`src/rtl/fmv_frame_queue_if.sv`:
```
`default_nettype none
// ============================================================================
// Module      : fmv_frame_queue_if
// Description : Handshake/bus bundle between the FMV decoder/display side and
//               the frame scheduler (fmv_frame_queue).
//               master : drives decoder completions, vblank and controls,
//                        observes the display address and buffer releases.
//               slave  : the scheduler itself.
// Signals     : frame_done/frame_done_buf  decoded-buffer completion pulse
//               vblank, play, flush, rate_step  pacing controls
//               frame_adr, latch_frame          frame player controls
//               buf_free, buf_free_idx          buffer release pulse
//               free_mask, queue_level, underrun_cnt, proto_err  status
// Revision    : 1.0 - initial release
// ============================================================================
interface fmv_frame_queue_if;
    logic        frame_done;
    logic [1:0]  frame_done_buf;
    logic        vblank;
    logic        play;
    logic        flush;
    logic [16:0] rate_step;
    logic [28:0] frame_adr;
    logic        latch_frame;
    logic        buf_free;
    logic [1:0]  buf_free_idx;
    logic [3:0]  free_mask;
    logic [2:0]  queue_level;
    logic [7:0]  underrun_cnt;
    logic        proto_err;

    modport master (
        output frame_done, frame_done_buf, vblank, play, flush, rate_step,
        input  frame_adr, latch_frame, buf_free, buf_free_idx,
               free_mask, queue_level, underrun_cnt, proto_err
    );

    modport slave (
        input  frame_done, frame_done_buf, vblank, play, flush, rate_step,
        output frame_adr, latch_frame, buf_free, buf_free_idx,
               free_mask, queue_level, underrun_cnt, proto_err
    );
endinterface
`default_nettype wire

```
`src/rtl/fmv_frame_queue.sv`:
```
`default_nettype none
// ============================================================================
// Module      : fmv_frame_queue
// Description : Display-side frame scheduler. Queues decoded frame buffers in
//               decode order, paces presentation against vblank with a 16-bit
//               fractional rate accumulator, drives the frame player address
//               and latch, and hands the previously shown buffer back to the
//               decoder.
// Ports       : clk    - pixel-side clock
//               reset  - synchronous, active-high
//               bus    - fmv_frame_queue_if.slave (controls in, status out)
// Revision    : 1.0 - initial release
// ============================================================================
module fmv_frame_queue #(
    parameter int          NUM_BUFS     = 4,
    parameter logic [28:0] FRAME_BASE   = 29'h0,
    parameter logic [28:0] FRAME_STRIDE = 29'h21000
) (
    input  wire logic          clk,
    input  wire logic          reset,
    fmv_frame_queue_if.slave   bus
);

    localparam int c_IDX_W = 2;
    localparam int c_LVL_W = $clog2(NUM_BUFS + 1);

    // ------------------------------------------------------------------------
    // State
    // ------------------------------------------------------------------------
    logic [c_IDX_W-1:0]  r_fifo [NUM_BUFS];
    logic [c_IDX_W-1:0]  r_rd_ptr;
    logic [c_IDX_W-1:0]  r_wr_ptr;
    logic [c_LVL_W-1:0]  r_level;
    logic                r_disp_valid;
    logic [c_IDX_W-1:0]  r_disp_idx;
    logic [15:0]         r_acc;
    logic                r_vblank_q;
    logic [28:0]         r_frame_adr;
    logic                r_latch_frame;
    logic                r_buf_free;
    logic [c_IDX_W-1:0]  r_buf_free_idx;
    logic [NUM_BUFS-1:0] r_free_mask;
    logic [7:0]          r_underrun_cnt;
    logic                r_proto_err;

    // ------------------------------------------------------------------------
    // Field pacing
    // ------------------------------------------------------------------------
    logic                w_tick;
    logic [17:0]         w_sum;
    logic                w_advance;
    logic                w_empty;
    logic                w_pop;
    logic                w_underrun;
    logic                w_release;
    logic [c_IDX_W-1:0]  w_head;
    logic [28:0]         w_head_adr;

    assign w_tick     = bus.play & bus.vblank & ~r_vblank_q;
    assign w_sum      = {2'b00, r_acc} + {1'b0, bus.rate_step};
    assign w_advance  = w_tick & (w_sum[17:16] != 2'b00);
    assign w_empty    = (r_level == '0);
    assign w_pop      = w_advance & ~w_empty;
    assign w_underrun = w_advance & w_empty;
    assign w_release  = w_pop & r_disp_valid;
    assign w_head     = r_fifo[r_rd_ptr];
    // Product is kept to 29 bits; any overflow is discarded.
    assign w_head_adr = FRAME_BASE + (29'(w_head) * FRAME_STRIDE);

    // ------------------------------------------------------------------------
    // Buffer ownership, push acceptance and queue bookkeeping
    // ------------------------------------------------------------------------
    logic [NUM_BUFS-1:0] w_head_1h;
    logic [NUM_BUFS-1:0] w_disp_1h;
    logic [NUM_BUFS-1:0] w_push_1h;
    logic [NUM_BUFS-1:0] w_flushed;
    logic [NUM_BUFS-1:0] w_avail;
    logic [NUM_BUFS-1:0] w_mask_next;
    logic                w_push_ok;
    logic                w_push_bad;
    logic [c_IDX_W-1:0]  w_rd_next;
    logic [c_IDX_W-1:0]  w_wr_base;
    logic [c_LVL_W-1:0]  w_level_base;
    logic [c_LVL_W-1:0]  w_level_next;

    always_comb begin
        w_head_1h = '0;
        w_disp_1h = '0;
        w_push_1h = '0;
        w_head_1h[w_head] = 1'b1;
        if (r_disp_valid) begin
            w_disp_1h[r_disp_idx] = 1'b1;
        end
        w_push_1h[bus.frame_done_buf] = 1'b1;

        // Non-free buffers are either queued or displayed. A flush frees the
        // queued ones, except a head popped this same cycle, which becomes
        // the displayed frame. The buffer being released this cycle is not
        // yet available for a push.
        w_flushed = '0;
        if (bus.flush) begin
            w_flushed = ~r_free_mask & ~w_disp_1h & ~(w_pop ? w_head_1h : '0);
        end
        w_avail = r_free_mask | w_flushed;

        w_push_ok  = bus.frame_done & (|(w_avail & w_push_1h));
        w_push_bad = bus.frame_done & ~(|(w_avail & w_push_1h));

        w_mask_next = (w_avail & ~(w_push_ok ? w_push_1h : '0))
                    | (w_release ? w_disp_1h : '0);

        // Pop uses the pre-cycle queue; flush then clears the remainder, and
        // a simultaneous push lands in the (possibly just emptied) queue.
        w_rd_next    = bus.flush ? '0 : r_rd_ptr + c_IDX_W'(w_pop);
        w_wr_base    = bus.flush ? '0 : r_wr_ptr;
        w_level_base = bus.flush ? '0 : r_level - c_LVL_W'(w_pop);
        w_level_next = w_level_base + c_LVL_W'(w_push_ok);
    end

    // ------------------------------------------------------------------------
    // Registers
    // ------------------------------------------------------------------------
    always_ff @(posedge clk) begin
        if (reset) begin
            for (int i = 0; i < NUM_BUFS; i++) begin
                r_fifo[i] <= '0;
            end
            r_rd_ptr       <= '0;
            r_wr_ptr       <= '0;
            r_level        <= '0;
            r_disp_valid   <= 1'b0;
            r_disp_idx     <= '0;
            r_acc          <= '0;
            r_vblank_q     <= 1'b0;
            r_frame_adr    <= FRAME_BASE;
            r_latch_frame  <= 1'b0;
            r_buf_free     <= 1'b0;
            r_buf_free_idx <= '0;
            r_free_mask    <= '1;
            r_underrun_cnt <= '0;
            r_proto_err    <= 1'b0;
        end else begin
            r_vblank_q    <= bus.vblank;
            r_latch_frame <= w_pop;
            r_buf_free    <= w_release;

            if (w_tick) begin
                r_acc <= w_sum[15:0];
            end

            if (w_pop) begin
                r_frame_adr  <= w_head_adr;
                r_disp_idx   <= w_head;
                r_disp_valid <= 1'b1;
            end

            if (w_release) begin
                r_buf_free_idx <= r_disp_idx;
            end

            if (w_push_ok) begin
                r_fifo[w_wr_base] <= bus.frame_done_buf;
            end

            r_rd_ptr    <= w_rd_next;
            r_wr_ptr    <= w_wr_base + c_IDX_W'(w_push_ok);
            r_level     <= w_level_next;
            r_free_mask <= w_mask_next;

            if (w_underrun && (r_underrun_cnt != 8'hFF)) begin
                r_underrun_cnt <= r_underrun_cnt + 8'd1;
            end

            if (w_push_bad) begin
                r_proto_err <= 1'b1;
            end
        end
    end

    // ------------------------------------------------------------------------
    // Outputs
    // ------------------------------------------------------------------------
    assign bus.frame_adr    = r_frame_adr;
    assign bus.latch_frame  = r_latch_frame;
    assign bus.buf_free     = r_buf_free;
    assign bus.buf_free_idx = r_buf_free_idx;
    assign bus.free_mask    = r_free_mask;
    assign bus.queue_level  = 3'(r_level);
    assign bus.underrun_cnt = r_underrun_cnt;
    assign bus.proto_err    = r_proto_err;

endmodule
`default_nettype wire

```
`src/flat_wrapper.sv`:
```
// flat-port wrapper written by rule: the top's interface ports become plain ports
module fmv_frame_queue_flat 
#(
    parameter int          NUM_BUFS     = 4,
    parameter logic [28:0] FRAME_BASE   = 29'h0,
    parameter logic [28:0] FRAME_STRIDE = 29'h21000
)
  (clk, reset, bus_frame_done, bus_frame_done_buf, bus_vblank, bus_play, bus_flush, bus_rate_step, bus_frame_adr, bus_latch_frame, bus_buf_free, bus_buf_free_idx, bus_free_mask, bus_queue_level, bus_underrun_cnt, bus_proto_err);
  fmv_frame_queue_if bus_i ();
  input  wire logic clk;
  input  wire logic reset;
  input wire logic [$bits(bus_i.frame_done)-1:0] bus_frame_done;
  input wire logic [$bits(bus_i.frame_done_buf)-1:0] bus_frame_done_buf;
  input wire logic [$bits(bus_i.vblank)-1:0] bus_vblank;
  input wire logic [$bits(bus_i.play)-1:0] bus_play;
  input wire logic [$bits(bus_i.flush)-1:0] bus_flush;
  input wire logic [$bits(bus_i.rate_step)-1:0] bus_rate_step;
  output wire logic [$bits(bus_i.frame_adr)-1:0] bus_frame_adr;
  output wire logic [$bits(bus_i.latch_frame)-1:0] bus_latch_frame;
  output wire logic [$bits(bus_i.buf_free)-1:0] bus_buf_free;
  output wire logic [$bits(bus_i.buf_free_idx)-1:0] bus_buf_free_idx;
  output wire logic [$bits(bus_i.free_mask)-1:0] bus_free_mask;
  output wire logic [$bits(bus_i.queue_level)-1:0] bus_queue_level;
  output wire logic [$bits(bus_i.underrun_cnt)-1:0] bus_underrun_cnt;
  output wire logic [$bits(bus_i.proto_err)-1:0] bus_proto_err;
  assign bus_i.frame_done = bus_frame_done;
  assign bus_i.frame_done_buf = bus_frame_done_buf;
  assign bus_i.vblank = bus_vblank;
  assign bus_i.play = bus_play;
  assign bus_i.flush = bus_flush;
  assign bus_i.rate_step = bus_rate_step;
  assign bus_frame_adr = bus_i.frame_adr;
  assign bus_latch_frame = bus_i.latch_frame;
  assign bus_buf_free = bus_i.buf_free;
  assign bus_buf_free_idx = bus_i.buf_free_idx;
  assign bus_free_mask = bus_i.free_mask;
  assign bus_queue_level = bus_i.queue_level;
  assign bus_underrun_cnt = bus_i.underrun_cnt;
  assign bus_proto_err = bus_i.proto_err;
  fmv_frame_queue #(.NUM_BUFS(NUM_BUFS), .FRAME_BASE(FRAME_BASE), .FRAME_STRIDE(FRAME_STRIDE)) u_core (.clk(clk), .reset(reset), .bus(bus_i));
endmodule
```
`config.mk`:
```
export PLATFORM = sky130hd
export DESIGN_NAME = fmv_frame_queue_flat
export DESIGN_NICKNAME = d
export VERILOG_FILES = /design/src/rtl/fmv_frame_queue_if.sv /design/src/rtl/fmv_frame_queue.sv /design/src/flat_wrapper.sv
export SDC_FILE = /design/constraint.sdc
export NUM_CORES = 1
export LEC_CHECK = 0
export CORE_MARGIN = 8
export CORE_UTILIZATION = 31
export CTS_CLUSTER_DIAMETER = 30
export DETAILED_ROUTE_END_ITERATION = 10
export SLEW_MARGIN = 25
export SYNTH_ARGS = -nofsm -noshare
export SYNTH_HDL_FRONTEND = slang
export SYNTH_SLANG_ARGS = --single-unit
```
`constraint.sdc`:
```
create_clock -name clk -period 4.7 [get_ports clk]
set_input_delay 1.175 -clock clk [delete_from_list [all_inputs] [get_ports clk]]
set_output_delay 1.175 -clock clk [all_outputs]
set_load 0.05 [all_outputs]
```
# Yosys cells after proc, flatten, opt, wreduce, memory -nomap -nowiden
# Memory sizes are Yosys's and may differ from the RTL's. A register that Yosys moved wholly into a read port is not among the register bits.
# Cells that the tools add are included.
# word_totals
reg_bits	52
n_memories	1
elab_cells	81
latch_bits	0
output_inout_bits	49
rom_bits	0
mem_bits_rw	8
# memory_table
name	depth	width	read_ports	rd_clocked_by_memory_dff	wr	line_no	rtl
u_core.r_fifo	4	2	1	1	4	fmv_frame_queue.sv:30	logic [c_IDX_W-1:0] r_fifo [NUM_BUFS];
# classes
multipliers	1
magnitude_cmp	6
bitwise	21
add_sub_neg	6
n_div	0
mux	22
n_eq_ne	1
n_reduce_logical	9
shift	0
# ops
op	count
$mux W4	5
$add A16 B17 Y18	1
$and A4 B4 Y4	4
$not A4 Y4	4
$lt A2 B3 Y1 const B	3
$mux W1	9
$add A8 B1 Y8 const B	1
$and A1 B1 Y1	8
$mul A2 B6 Y8 const B	1
$mux W2	4
$ne A8 B8 Y1 const B	1
$or A4 B4 Y4	2
$demux W1 S2	3
$ge A2 B1 Y1 const B	3
$add A2 B1 Y2	2
$logic_and A1 B1 Y1	4
$reduce_or A2 Y1	2
$reduce_or A4 Y1	1
$add A3 B1 Y3	1
$logic_not A3 Y1	1
$mux W3	1
$not A1 Y1	3
$sub A3 B1 Y3	1
$reduce_bool A2 Y1	1

# Logic depth before layout (Yosys ltp)
# Gate-level depths: netlist (run 1).
# depth
ltp_word	18
mapped_depth	15
depth_no_buf	14

# Worst setup path before layout (run 1)
# Ideal clock, no wire load.
# synth_timing
path_type	input-to-reg
start	input port bus_rate_step[0]
end	register u_core.r_level[2], in the netlist u_core.bus.queue_level[2]
arrival_ps	3993
cell_stages	14
n_path_buf	1
slack_ps	637
setup_ps	70
path_cell_list	ha_1 > fa_1 > nand3_2 > a2111oi_4 > o2111ai_1 > nand2_2 > nor3b_1 > buf_2 > nor3_2 > nor2_1 > ha_1 > ha_1 > or3_1 > a21oi_1
# synth_via
elab_chain_len	13
word_cells_on_any_way	15
classes_between	3 x add/sub; 3 x mux; 7 x bitwise; 2 x reduce/logical
# synth_rtl
element	line_no	rtl
start, declared	flat_wrapper.sv:17	input wire logic [$bits(bus_i.rate_step)-1:0] bus_rate_step;
$add A16 B17 Y18 *	fmv_frame_queue.sv:60	assign w_sum = {2'b00, r_acc} + {1'b0, bus.rate_step};
$reduce_bool A2 Y1 *	fmv_frame_queue.sv:61	assign w_advance = w_tick & (w_sum[17:16] != 2'b00);
$and A1 B1 Y1 *	fmv_frame_queue.sv:61	
$and A1 B1 Y1 *	fmv_frame_queue.sv:63	assign w_pop = w_advance & ~w_empty;
$mux W4	fmv_frame_queue.sv:102	w_flushed = ~r_free_mask & ~w_disp_1h & ~(w_pop ? w_head_1h : '0);
$not A4 Y4	fmv_frame_queue.sv:102	
$and A4 B4 Y4	fmv_frame_queue.sv:102	
$mux W4	fmv_frame_queue.sv:101	if (bus.flush) begin
$or A4 B4 Y4	fmv_frame_queue.sv:104	w_avail = r_free_mask | w_flushed;
$and A4 B4 Y4	fmv_frame_queue.sv:106	w_push_ok = bus.frame_done & (|(w_avail & w_push_1h));
$reduce_or A4 Y1	fmv_frame_queue.sv:106	
$and A1 B1 Y1	fmv_frame_queue.sv:106	
$add A3 B1 Y3 *	fmv_frame_queue.sv:117	w_level_next = w_level_base + c_LVL_W'(w_push_ok);
end signal, assigned	fmv_frame_queue.sv:167	r_level <= w_level_next;
end, declared	fmv_frame_queue.sv:33	logic [c_LVL_W-1:0] r_level;
# Every way passes the cells marked *; elsewhere a longest branch is shown, timed or not.
# A chain may end at the register's enable or synchronous reset.

# Final worst setup path (run 1)
# Same ends and word-level chain as after synthesis.

==> metrics.csv, run 1 <==
stage;metric;value;unit
cts;cts_resized;0;
logic_synthesis;synthArstFlopShare;0;%
logic_synthesis;synth_ff_type;dfxtp_1;
min_path;hold-path-endpoint;u_core.r_acc[5];
min_path;min_from;u_core.r_acc[5];
critical_path;ff2ff_path_depth;14;
route;vias_per_cell;5.112;
floorplan;core_area;11220;um^2
critical_path;slowest_delay;0.47;ns
floorplan;start_util;31.25;%
cts;cts_buffer_depth;2;
route;drt-total-wl;8776;um
logic_synthesis;syn_area_per_cell;8.252;um^2
logic_synthesis;synthCells;425;
critical_path;worstPathCellList;clkdlybuf4s50_1 -> ha_1 -> fa_1 -> nand3_2 -> a2111oi_4 -> o2111ai_1 -> nand2_2 -> nor3b_2 -> or3_1 -> inv_1 -> ha_1 -> nor2_1 -> ha_1 -> or3_1 -> a21oi_1;
final_layout;n_fill_cell;1159;
floorplan;die_h;122.4;um
cts;root_buffer;clkbuf_16;
critical_path;cp-start-kind;input pin;
timing;setup_tns;0;ns
job;maxCapViolations;0;
cts;holdBufCountCts;0;
cts;clk_latency;0.30;ns
final_layout;layout_commonest_cell;clkdlybuf4s50_1;
grt;antenna_found_initial;0;
grt;grt_pass1_vias;3125;
logic_synthesis;synthDistinctLibCells;63;
cts;path_clk_slew;0.07;ns
route;remaining_drc_errors;0;
timing;relSlewSlack;41.40;%
route;drt-initial-drc-count;160;
logic_synthesis;seq_area_frac_synth;31.97;%
power;cellLeakagePower;1.591;nW
timing;skew;0.006179;ns
critical_path;r2r-end;u_core.bus.queue_level[2];
placed_design;globalplace.congestion;0.8012;
critical_path;r2r_setup_slack;1.48;ns
timing;drv_slew;0;
cts;htree_levels;2;
critical_path;critPathSlowestCell;clkdlybuf4s50_1;
route;wl_per_cell;14.43;um
cts;cts_inserted_buffers;5;
grt;grt_usage;11.94;%
final_layout;layout_common_cells;clkdlybuf4s50_1, a21oi_1, dfxtp_1, nand2_1, conb_1;
floorplan;die-width;122.4;um
logic_synthesis;ys_ff_latch;52;
route;drtPass1Iterations;4;
status;outcome;complete, no violations;
critical_path;crit_arrival;4.46;ns
min_path;hp-class;reg2reg;
timing;worst_slack;0.4675;ns
critical_path;required;4.93;ns
power;power_density;275.4;nW/um^2
timing;period_share;90.05;%
power;vdd_drop_max;0.1160;mV
timing;fin_crit;4.232;ns
logic_synthesis;synthesis.area;3507;um^2
logic_synthesis;synth-warning-count;0;
final_layout;drive_gt1_share;6.667;%
route;ant_nets;0;
timing;worstMarginPinSlew;0.8762;ns
final_layout;final_util;37.46;%
final_layout;area_delta_synth_final;19.87;%
grt;grt-ovfl-total;0;
logic_synthesis;synth_edf_count;8;
critical_path;path_class;in2reg;
final_layout;final_nets;511;
floorplan;ios;74;
placed_design;dp_slack;0.1581;ns
final_layout;diodes;0;
critical_path;cp_max_fo;6;
placed_design;port_buffers;48;
timing;hold_slack;0.4597;ns
placed_design;dp.cells;600;
critical_path;worst_path_most_repeated_cell;ha_1;
critical_path;rr_startpoint;u_core.r_acc[0];
final_layout;instances_no_fill;608;
placed_design;dp_hpwl;6672;um
timing;setup_violations;0;
grt;grt_pass1_wl;14650;um
cts;clock-sinks;52;
cts;cts_tree;built;
cts;cts_setup_buffers;0;
timing;fmax;0.2363;GHz
critical_path;cp-end-kind;flop;
grt;grt_start_max_net_pins;30;
floorplan;rows;39;
timing;hold_violations;0;
timing;rsz0062_at_grt;false;
floorplan;die-area;14970;um^2
min_path;holdPathStages;2;
route;vias;3108;
==> flip-flops by register name (all words and copies together) (netlist names), 2 cells and up <==
name	flops
u_core.bus.free_mask	4
u_core.bus.buf_free_idx	2
u_core.r_acc	16
u_core.bus.underrun_cnt	8
u_core.r_wr_ptr	2
u_core.bus.queue_level	3
u_core.r_rd_ptr	2
u_core.r_fifo	8
==> logic make-up after synthesis <==
| family | synth area share [%] |
|---|---|
| other cells | 0.1069 |
| xor+xnor | 2.747 |
| flops | 31.97 |
| fa+ha+maj | 8.063 |
| mux | 2.283 |
| buf+inv | 9.739 |
| compound gates | 22.19 |
| simple gates | 22.90 |
==> final cells by class <==
cell class                      count  area (um^2)  area share, %
Sequential cell                    52         1121          26.67
Clock buffer                        5        125.1          2.976
Multi-Input combinational cell    334         2140          50.89
Inverter                           15        56.30          1.339
Timing Repair Buffer               56        540.5          12.86
Tap cell                          143        178.9          4.256
Clock inverter                      3        42.54          1.012
==> report_power, final <==
group | switching (mW) | internal (mW)
clock | 0.175 | 0.251
sequential | 0.0111 | 0.469
combinational | 0.165 | 0.0863
total | 0.352 | 0.806
==> routing by layer <==
metal	share of wire, %	track usage [%]	up-vias
li1	-	-	1581
met1	45	14.04	1443
met2	48	21.05	74
met3	5.6	2.530	10
met4	1.7	4.189	0
met5	0	0	-
==> synth_stat cells (4+ instances only) <==
library cell / n / area share (%)
nand3_1: 19 / 2.7
or2_2: 4 / 0.71
a31oi_1: 5 / 0.89
nand2_1: 40 / 4.3
nor3b_1: 4 / 0.86
inv_1: 15 / 1.6
clkbuf_1: 17 / 1.8
nor3_1: 17 / 2.4
a21o_1: 5 / 1.1
buf_4: 27 / 5.8
edfxtp_1: 8 / 6.8
nand3b_1: 5 / 1.1
nor2_1: 18 / 1.9
o21ai_0: 18 / 2.6
o31ai_1: 10 / 2.1
nor2b_1: 9 / 1.6
a211oi_1: 6 / 1.3
a21oi_1: 46 / 6.6
and3_1: 5 / 0.89
xnor2_1: 8 / 2.0
or4_1: 6 / 1.3
or3_1: 7 / 1.2
ha_1: 21 / 7.5
dfxtp_1: 44 / 25
==> worst max path at each step <==
stage / startpoint / to / slack [ns]
after floorplan: bus_rate_step[0] / u_core.bus.queue_level[2] / 0.64
after global placement: bus_rate_step[0] / u_core.bus.queue_level[2] / 0.22
after detailed placement: bus_rate_step[0] / u_core.bus.queue_level[2] / 0.16
after CTS: bus_rate_step[0] / u_core.bus.queue_level[2] / 0.45
after global routing: bus_rate_step[0] / u_core.bus.queue_level[2] / 0.15
final: bus_rate_step[0] / u_core.bus.queue_level[2] / 0.47
==> metrics by stage <==
| stage | power [mW] | area [um^2] |
|---|---|---|
| floorplan | 0.6923 | 3597 |
| global placement | 0.7361 | 4036 |
| detailed placement | 0.7407 | 4036 |
| CTS | 1.167 | 4204 |
| global route | 1.206 | 4204 |
| finish | 1.158 | 4204 |
==> critical path, delay by kind of cell <==
family / cells / cell delay, ns
compound gates: 3 / 0.72
simple gates: 6 / 1.15
buf+inv: 2 / 0.51
fa+ha+maj: 4 / 0.92
Note: power is estimated with default switching activity, not from simulation.
==> run 2: changes to the inputs <==
- CELL_PAD_IN_SITES_DETAIL_PLACEMENT: unset -> 1
- CELL_PAD_IN_SITES_GLOBAL_PLACEMENT: unset -> 1
- PLACE_DENSITY_LB_ADDON: unset -> 0.1
==> run 2 against run 1 <==
Combinational power barely moved. Via count up 1.8%. Sequential power about the same. Critical path type unchanged. Critical endpoint unchanged. Highest routed layer unchanged.
==> metrics.csv, run 2 (synthesized netlist as in run 1, its figures left out) <==
stage;metric;value;unit;change
status;outcome;complete, no violations;;
critical_path;cp-end-kind;flop;;
cts;cts_tree;built;;
route;remaining_drc_errors;0;;unchanged
timing;skew;0.007449;ns;+0.001270 ns
cts;htree_levels;2;;unchanged
critical_path;path_class;in2reg;;
route;ant_nets;0;;unchanged
timing;drv_slew;0;;unchanged
timing;fmax;0.2310;GHz;-2.2%
grt;grt_pass1_vias;3218;;+3.0%
cts;cts_inserted_buffers;5;;unchanged
final_layout;final_nets;512;;+0.20%
floorplan;core_area;11220;um^2;unchanged
critical_path;worstPathCellList;clkdlybuf4s50_1 -> ha_1 -> fa_1 -> nand3_2 -> a2111oi_4 -> o2111ai_1 -> nand2_2 -> nor3b_2 -> or3_1 -> inv_1 -> ha_1 -> nor2_1 -> ha_1 -> or3_1 -> a21oi_1;;
floorplan;die-area;14970;um^2;unchanged
route;drt-total-wl;9779;um;+11%
final_layout;n_fill_cell;1376;;+19%
grt;grt_start_max_net_pins;38;;+27%
cts;root_buffer;clkbuf_16;;
floorplan;rows;39;;unchanged
timing;hold_violations;0;;unchanged
timing;hold_slack;0.4593;ns;-0.0004370 ns
critical_path;worst_path_most_repeated_cell;ha_1;;
final_layout;largest_register_ff_count;16;;unchanged
route;vias;3165;;+1.8%
floorplan;ios;74;;unchanged
final_layout;layout_common_cells;clkdlybuf4s50_1, a21oi_1, dfxtp_1, nand2_1, conb_1;;
grt;antenna_found_initial;0;;unchanged
final_layout;drive_gt1_share;6.867;%;+0.20 points
power;power_density;263.1;nW/um^2;-4.5%
grt;grt_pass1_wl;16110;um;+10%
min_path;hp-class;reg2reg;;
cts;clk_latency;0.29;ns;about the same
power;vdd_drop_max;0.1548;mV;+33%
cts;holdBufCountCts;0;;unchanged
final_layout;layout_commonest_cell;clkdlybuf4s50_1;;
final_layout;area_delta_synth_final;19.19;%;
route;drt-initial-drc-count;130;;-19%
critical_path;cp-start-kind;input pin;;
floorplan;start_util;31.25;%;unchanged
route;wl_per_cell;16.06;um;+11%
timing;period_share;92.12;%;+2.1 points
final_layout;largest-register;u_core.r_acc;;
route;drtPass1Iterations;4;;unchanged
final_layout;multi_input_area;2140;um^2;unchanged
critical_path;cp_max_fo;6;;unchanged
timing;fin_crit;4.330;ns;+0.09710 ns
route;vias_per_cell;5.197;;+1.7%
floorplan;die-width;122.4;um;unchanged
placed_design;dp_hpwl;7442;um;+12%
timing;rsz0062_at_grt;false;;
critical_path;slowest_delay;0.46;ns;about the same
job;maxCapViolations;0;;unchanged
cts;cts_buffer_depth;2;;unchanged
placed_design;globalplace.congestion;0.7903;;-1.4%
critical_path;critPathSlowestCell;clkdlybuf4s50_1;;
timing;setup_violations;0;;unchanged
placed_design;port_buffers;48;;unchanged
cts;cts_setup_buffers;0;;unchanged
timing;worstMarginPinSlew;0.6073;ns;-0.2689 ns
cts;cts_resized;0;;unchanged
critical_path;crit_arrival;4.56;ns;+0.10 ns
critical_path;required;4.93;ns;about the same
floorplan;die_h;122.4;um;unchanged
timing;setup_tns;0;ns;unchanged
power;cellLeakagePower;1.583;nW;-0.51%
cts;clock-sinks;52;;unchanged
grt;grt-ovfl-total;0;;unchanged
timing;relSlewSlack;59.38;%;+18 points
cts;path_clk_slew;0.07;ns;about the same
final_layout;seq_area;1121;um^2;unchanged
final_layout;diodes;0;;unchanged
grt;grt_usage;13.23;%;+1.3 points
run 2: cell type report:
class	instances	share of cell area, %
Tap cell	143	4.280
Clock inverter	2	0.2993
Inverter	15	1.347
Clock buffer	6	3.083
Multi-Input combinational cell	334	51.18
Timing Repair Buffer	57	12.99
Sequential cell	52	26.82
run 2: final timing paths:
check	start	end	slack, ns	depth (start not counted)
max reg2reg	u_core.r_acc[0]	u_core.bus.queue_level[2]	1.38	14
min reg2reg	u_core.r_acc[3]	u_core.r_acc[3]	0.46	2
max	bus_rate_step[0]	u_core.bus.queue_level[2]	0.37	15
min	u_core.r_acc[3]	u_core.r_acc[3]	0.46	2
run 2: layer usage:
metal  vias to the layer above  part of all wire, %  GRT usage (%)
li1                       1585                    -              -
met3                         5                  5.0          2.576
met2                        65                   44          20.87
met5                         -                    0              0
met4                         0                 0.91          3.427
met1                      1510                   50          18.10
run 2: through the flow:
step | worst slack [ns] | total power, mW | cells | utilization (%) | instance area [um^2]
2_1_floorplan | 0.6371 | 0.6923 | 449 | - | 3597
5_1_grt | 0.1323 | 1.168 | 609 | 37.25 | 4180
3_3_place_gp | 0.1977 | 0.7432 | 601 | 35.99 | 4039
6_report | 0.3704 | 1.100 | 609 | 37.25 | 4180
4_1_cts | 0.3622 | 1.122 | 609 | 37.25 | 4180
3_5_place_dp | 0.04064 | 0.7460 | 601 | 35.99 | 4039
run 2: power breakdown:
group	switching [mW]	internal (mW)
logic	0.169	0.0862
clock network	0.167	0.197
registers	0.0112	0.469
run 2: critical path, delay by kind of cell:
family                   cells  cell delay [ns]
buffers and inverters        2             0.51
AND/OR/NAND/NOR              6             1.23
adder cells (fa/ha/maj)      4             0.91
AO/OA/AOI/OAI                3             0.73
